**config.mk**
```make
export PLATFORM = sky130hd
export DESIGN_NAME = stoper_ctrl
export DESIGN_NICKNAME = d
export VERILOG_FILES = /design/src/rtl/stoper_ctrl.sv
export SDC_FILE = /design/constraint.sdc
export NUM_CORES = 1
export LEC_CHECK = 0
export ABC_AREA = 1
export CORE_UTILIZATION = 51
export CTS_CLUSTER_SIZE = 30
export DETAILED_ROUTE_END_ITERATION = 10
export PLACE_DENSITY = 0.8
export SYNTH_ARGS = -nofsm -noshare
export SYNTH_HDL_FRONTEND = slang
export SYNTH_SLANG_ARGS = --single-unit
```
**constraint.sdc**
```tcl
create_clock -name i_clk -period 2.28 [get_ports i_clk]
set_input_delay 0.57 -clock i_clk [delete_from_list [all_inputs] [get_ports i_clk]]
set_output_delay 0.57 -clock i_clk [all_outputs]
set_load 0.02 [all_outputs]
```
**src/rtl/stoper_ctrl.sv**
```systemverilog
// Stopwatch controller: button sync/edge detect, IDLE/RUN/PAUSE/LAP FSM,
// ms prescaler, lap capture and display mux.
//
// Ports:
//   i_clk, i_rst          clock, async active-high reset
//   i_start_stop, i_lap,
//   i_clear               debounced button levels (async to i_clk)
//   i_bcd_time[23:0]      live BCD time from the counter
//   o_cnt_en              one-cycle ms advance to the counter
//   o_cnt_clr             one-cycle clear to the counter
//   o_disp_bcd[23:0]      value to display (lap register while in LAP)
//   o_running             high in RUN or LAP
//   o_lap_valid           high in LAP
//   o_lap_cnt[3:0]        laps since clear, saturating at 15
module stoper_ctrl #(
  parameter int unsigned CLK_PER_MS = 50000
) (
  input  logic        i_clk,
  input  logic        i_rst,
  input  logic        i_start_stop,
  input  logic        i_lap,
  input  logic        i_clear,
  input  logic [23:0] i_bcd_time,
  output logic        o_cnt_en,
  output logic        o_cnt_clr,
  output logic [23:0] o_disp_bcd,
  output logic        o_running,
  output logic        o_lap_valid,
  output logic [3:0]  o_lap_cnt
);

  typedef enum logic [1:0] {
    IDLE,
    RUN,
    PAUSE,
    LAP
  } state_t;

  localparam logic [15:0] PMAX = 16'(CLK_PER_MS - 1);

  state_t      state;
  logic [2:0]  sync1;
  logic [2:0]  sync2;
  logic [2:0]  prev;
  logic [2:0]  ev;
  logic        ev_ss;
  logic        ev_lap;
  logic        ev_clr;
  logic        adv;
  logic [15:0] presc;
  logic [23:0] lap_reg;

  // bit order: {clear, lap, start_stop}
  always_ff @(posedge i_clk or posedge i_rst) begin
    if (i_rst) begin
      sync1 <= '0;
      sync2 <= '0;
      prev  <= '0;
    end else begin
      sync1 <= {i_clear, i_lap, i_start_stop};
      sync2 <= sync1;
      prev  <= sync2;
    end
  end

  assign ev     = sync2 & ~prev;
  assign ev_ss  = ev[0];
  assign ev_lap = ev[1];
  assign ev_clr = ev[2];

  assign o_running   = (state == RUN) || (state == LAP);
  assign o_lap_valid = (state == LAP);

  // The only way out of RUN/LAP is start_stop; freezing the prescaler
  // on that edge keeps the sub-ms phase intact across a pause and
  // keeps o_cnt_en from firing in the first PAUSE cycle.
  assign adv = o_running && !ev_ss;

  always_ff @(posedge i_clk or posedge i_rst) begin
    if (i_rst) begin
      state     <= IDLE;
      presc     <= '0;
      lap_reg   <= '0;
      o_lap_cnt <= '0;
      o_cnt_en  <= 1'b0;
      o_cnt_clr <= 1'b0;
    end else begin
      o_cnt_en  <= 1'b0;
      o_cnt_clr <= 1'b0;
      if (adv) begin
        presc    <= (presc == PMAX) ? 16'd0 : presc + 16'd1;
        o_cnt_en <= (presc == PMAX);
      end
      unique case (state)
        IDLE: begin
          if (ev_ss) state <= RUN;
        end
        RUN: begin
          if (ev_ss) begin
            state <= PAUSE;
          end else if (ev_lap) begin
            state   <= LAP;
            lap_reg <= i_bcd_time;
            if (o_lap_cnt != 4'd15)
              o_lap_cnt <= o_lap_cnt + 4'd1;
          end
        end
        LAP: begin
          if (ev_ss) state <= PAUSE;
          else if (ev_lap) state <= RUN;
        end
        PAUSE: begin
          if (ev_clr) begin
            state     <= IDLE;
            presc     <= '0;
            o_lap_cnt <= '0;
            o_cnt_clr <= 1'b1;
          end else if (ev_ss) begin
            state <= RUN;
          end
        end
        default: state <= IDLE;
      endcase
    end
  end

  assign o_disp_bcd = o_lap_valid ? lap_reg : i_bcd_time;

endmodule

```
# Word level (Yosys, flattened, before mapping)
# Index checks and enable logic that the tools add are counted.
[word_totals] reg_bits=57 in_bits=29
[op_classes] add_sub_neg=2 n_eq_ne=11 mux=20 n_bitwise=3 n_reduce_logical=8
[ops] op="$mux W16" count=4
[ops] op="$mux W24" count=1
[ops] op="$add A16 B1 Y16 const B" count=1
[ops] op="$eq A16 B16 Y1 const B" count=1
[ops] op="$mux W4" count=4
[ops] op="$mux W2" count=6
[ops] op="$pmux W2 S4" count=1
[ops] op="$pmux W4 S2" count=1
[ops] op="$ne A2 B2 Y1 const B" count=3
[ops] op="$reduce_and A5 Y1" count=1
[ops] op="$add A4 B1 Y4 const B" count=1
[ops] op="$eq A2 B2 Y1 const B" count=2
[ops] op="$ne A4 B4 Y1 const B" count=1
[ops] op="$and A3 B3 Y3" count=1
[ops] op="$mux W1" count=3
[ops] op="$ne A3 B1 Y1 const B" count=1
[ops] op="$ne A3 B3 Y1 const B" count=1
[ops] op="$not A3 Y3" count=1
[ops] op="$reduce_and A3 Y1" count=1
[ops] op="$eq A2 B1 Y1 const B" count=1
[ops] op="$logic_not A2 Y1" count=1
[ops] op="$ne A2 B1 Y1 const B" count=1
[ops] op="$reduce_and A2 Y1" count=1
[ops] op="$reduce_bool A2 Y1" count=1
[ops] op="4 further kinds" count=4

# Depth between registers and ports, before layout
[depth] word_depth=7 ltp_mapped=10 mapped_depth_nobuf=10

# Worst setup path before layout
# No wires, ideal clock.
[synth_path] path_type="flip-flop to output port" start="register state[0]" end="output port o_disp_bcd[14]" arrival_ps=1444 required_ps=1710 setup_slack_ps=266 path_stages_with_launch=7 n_path_buf=3 cell_sequence="dfrtp_1 -> buf_6 -> nand2_1 -> inv_1 -> buf_6 -> buf_2 -> o21ai_0"
[synth_between] elab_chain_cells=2
[synth_rtl] element="from (decl)" line_no="41" rtl="state_t state;"
[synth_rtl] element="from (signal assigned)" line_no="81" rtl="state <= IDLE;"
[synth_rtl] element="from (signal assigned)" line_no="96" rtl="if (ev_ss) state <= RUN;"
[synth_rtl] element="from (signal assigned)" line_no="100" rtl="state <= PAUSE;"
[synth_rtl] element="$eq A2 B2 Y1" line_no="72" rtl="assign o_lap_valid = (state == LAP);"
[synth_rtl] element="named net o_lap_valid" line_no="28" rtl="output logic o_lap_valid,"
[synth_rtl] element="$mux W24" line_no="127" rtl="assign o_disp_bcd = o_lap_valid ? lap_reg : i_bcd_time;"
[synth_rtl] element="to (decl)" line_no="26" rtl="output logic [23:0] o_disp_bcd,"
# The timed path passes the listed nets, and every way through them passes these cells.

# Final worst setup path
[layout_path] start="input port i_bcd_time[11]" end="output port o_disp_bcd[11]"
[layout_between] elab_chain_cells=1
[layout_rtl] element="from (decl)" line_no="23" rtl="input logic [23:0] i_bcd_time,"
[layout_rtl] element="$mux W24" line_no="127"
# No other way between the ends.

==> impl_metrics.tcl <==
set metrics [dict create \
    setup_tns_ns 0 \
    vias 2522 \
    final-setup-viol-count 0 \
    drv_cap 0 \
    grt_max_degree 49 \
    ys_seq_area_share_pct 48.9 \
    die_w_um 77.6 \
    finalWirelength_um 5830 \
    die_area_sq_um 6030 \
    synth_flop_cell "dfrtp_1" \
    die_h_um 77.6 \
    crit_path_start_kind "input port" \
    h-tree-depth 3 \
    grt_overflow 0 \
    synth-edff-count 0 \
    cts_root_buffer "clkbuf_8" \
    insertion_delay_ns 0.33 \
    cts_sinks 57 \
    pwr-share-clk_pct 28.2 \
    final_util_pct 71.0 \
    holdWs_ns 0.347 \
    clk_pin_slew_worst_paths_ns 0.06 \
    largest_reg_flops 24 \
    placementRows 27 \
    hold_buffers 0 \
    worst_pin_slew_ns 0.478 \
    power_mw 3.45 \
    cts_buffers 9 \
    share_comb_of_total_power_pct 28.9 \
    syn_area_per_cell_sq_um 7.97 \
    routedWlPerCell_um 11.0 \
    antenna_found_initial 0 \
    hold_start "sync1[0]" \
    grt_pass1_wl_um 9910 \
    syn_to_final_growth_pct 34.0 \
    netlist_instances 366 \
    path_class "input port to primary output" \
    grt_pass1_vias 2278 \
    gp_congestion 0.925 \
    end_kind "primary output" \
    synth_warnings 0 \
    fin_crit_ns 2.17 \
    hpwl_um 4190 \
    p_int_mw 2.33 \
    async_reset_ff_share_pct 100 \
    p_seq_share_pct 42.9 \
    max_freq_mhz 461 \
    outcome "finished clean" \
    netlist-cell-type-count 31 \
    crit_fanout 2 \
    critPathLaunch "i_bcd_time[11]" \
    fin_crit_sh_pct 95.1 \
    pre_cts_ws_ns -0.203 \
    port-buffer-count 60 \
    ir_drop_mv 0.594 \
    initial_utilization_pct 53.0 \
    cts_buffer_depth 2 \
    cts_tree "built" \
    ant_nets 0 \
    drc 0 \
    drtIter0Drc 150 \
    rsz0062_at_grt "no" \
    nNetsFinal 482 \
    final_hold_viol_count 0 \
    synth.net_count 397 \
    ios 61 \
    swShare_pct 32.3 \
    vias_per_cell 4.78 \
    grt_usage_pct 21.6 \
    clock_skew_ns 0.00917 \
    drive_above_1_share_pct 14.5 \
    critPathRequiredTime_ns 1.71 \
    switchingPower_mw 1.11 \
    synth_area_sq_um 2920 \
    p_per_area_nw_per_um2 881 \
    fin_ws_ns 0.111 \
    slew_viol_final 0 \
    reg2reg_from "state[0]" \
    hold_class "register to register" \
    relSlewSlack_pct 68.2 \
    first_pass_iters 4 \
    diodes 0 \
    leakage_nw 1.98 \
    arrival_ns 1.60 \
    core_area_sq_um 5510 \
    ys_ff_latch 57 \
]
## kinds of logic (layout without fill, tap and decap cells)
logic type	Yosys count	count (layout)	synth area share, %
and+or+nand+nor	172	172	26.8
buffers and inverters	67	157	10.4
AOI/OAI and AO/OA	62	62	11.2
DFF	57	57	48.9
xor gates and xnor gates	6	6	1.80
adders and majority gates	2	2	0.857
## critical path: stages
cell and delay, ns:
clkdlybuf4s50_1 0.47, inv_1 0.05, o21ai_0 0.16, dlygate4sd2_1 0.35
## timing repair
| action | in CTS | in global routing |
|---|---|---|
| setup endpoints to repair | 25 | 4 |
| endpoints found under the hold margin | 0 | 0 |
| setup buffers | 0 | 0 |
| gates resized for setup | 25 | 6 |
| pin swaps | 0 | 0 |
## layout make-up
cell class                 instances  area [sq um]
tap                               72          90.1
clock inverter                     2          35.0
inverter                          55           209
timing repair buffer              86           790
sequential                        57          1430
fill                             450          1600
multi-input combinational        242          1190
clock buffer                      14           173
## cell usage in the layout, fill, tap and decap left out, drive strengths merged, types with 3 or more instances in the layout
| master | count |
|---|---|
| inv | 55 |
| clkbuf | 15 |
| clkdlybuf4s15 | 3 |
| nand4 | 4 |
| clkdlybuf4s50 | 35 |
| a21oi | 5 |
| o21ai | 56 |
| xor2 | 5 |
| dfrtp | 57 |
| nand2 | 104 |
| buf | 26 |
| nor2 | 47 |
| dlygate4sd2 | 21 |
| nand3 | 13 |
## path summary, 6_finish.rpt
kind | depth (start not counted) | slack [ns] | end
setup reg to reg | 7 | 0.85 | lap_reg[17]
hold reg to reg | 0 | 0.35 | sync2[0]
max in group asynchronous | 3 | 1.17 | lap_reg[3]
min in group asynchronous | 2 | 0.57 | sync2[1]
setup / recovery | 4 | 0.11 | o_disp_bcd[11]
hold / removal | 0 | 0.35 | sync2[0]
## synth_stat cells, types with 5 or more instances
master   instances  area (sq um)
nand2_1        101           379
dfrtp_1         57          1430
inv_1           50           188
nor2_1          40           150
o21ai_0         31           155
o21ai_1         21           105
nand3_1         11          55.1
a21oi_1          5          25.0
buf_6            5          56.3
nor2_4           5          56.3
xor2_1           5          43.8
## power groups by stage
stage                     clock (mW)  sequential (mW)  combinational [mW]
after floorplan                    0             1.50               0.645
after global placement             0             1.48                1.00
after detailed placement           0             1.49                1.04
after CTS                      0.991             1.48                1.01
after global routing            1.04             1.52                1.11
final                          0.971             1.48               0.996
## per-stage QoR
stage | cell area [sq um] | instances
after global placement | 3730 | 512
after floorplan | 2920 | 366
final | 3910 | 528
after CTS | 3910 | 528
after global routing | 3910 | 528
after detailed placement | 3730 | 512
## per-layer routing
| metal | wire length (um) | vias up | global-route usage [%] |
|---|---|---|---|
| li1 | - | 1306 | - |
| met1 | 2650 | 1150 | 27.3 |
| met2 | 2780 | 58 | 35.0 |
| met3 | 326 | 8 | 6.71 |
| met4 | 72 | 0 | 7.36 |
| met5 | 0 | - | 0 |
No activity file was read; power rests on OpenSTA's default activity.
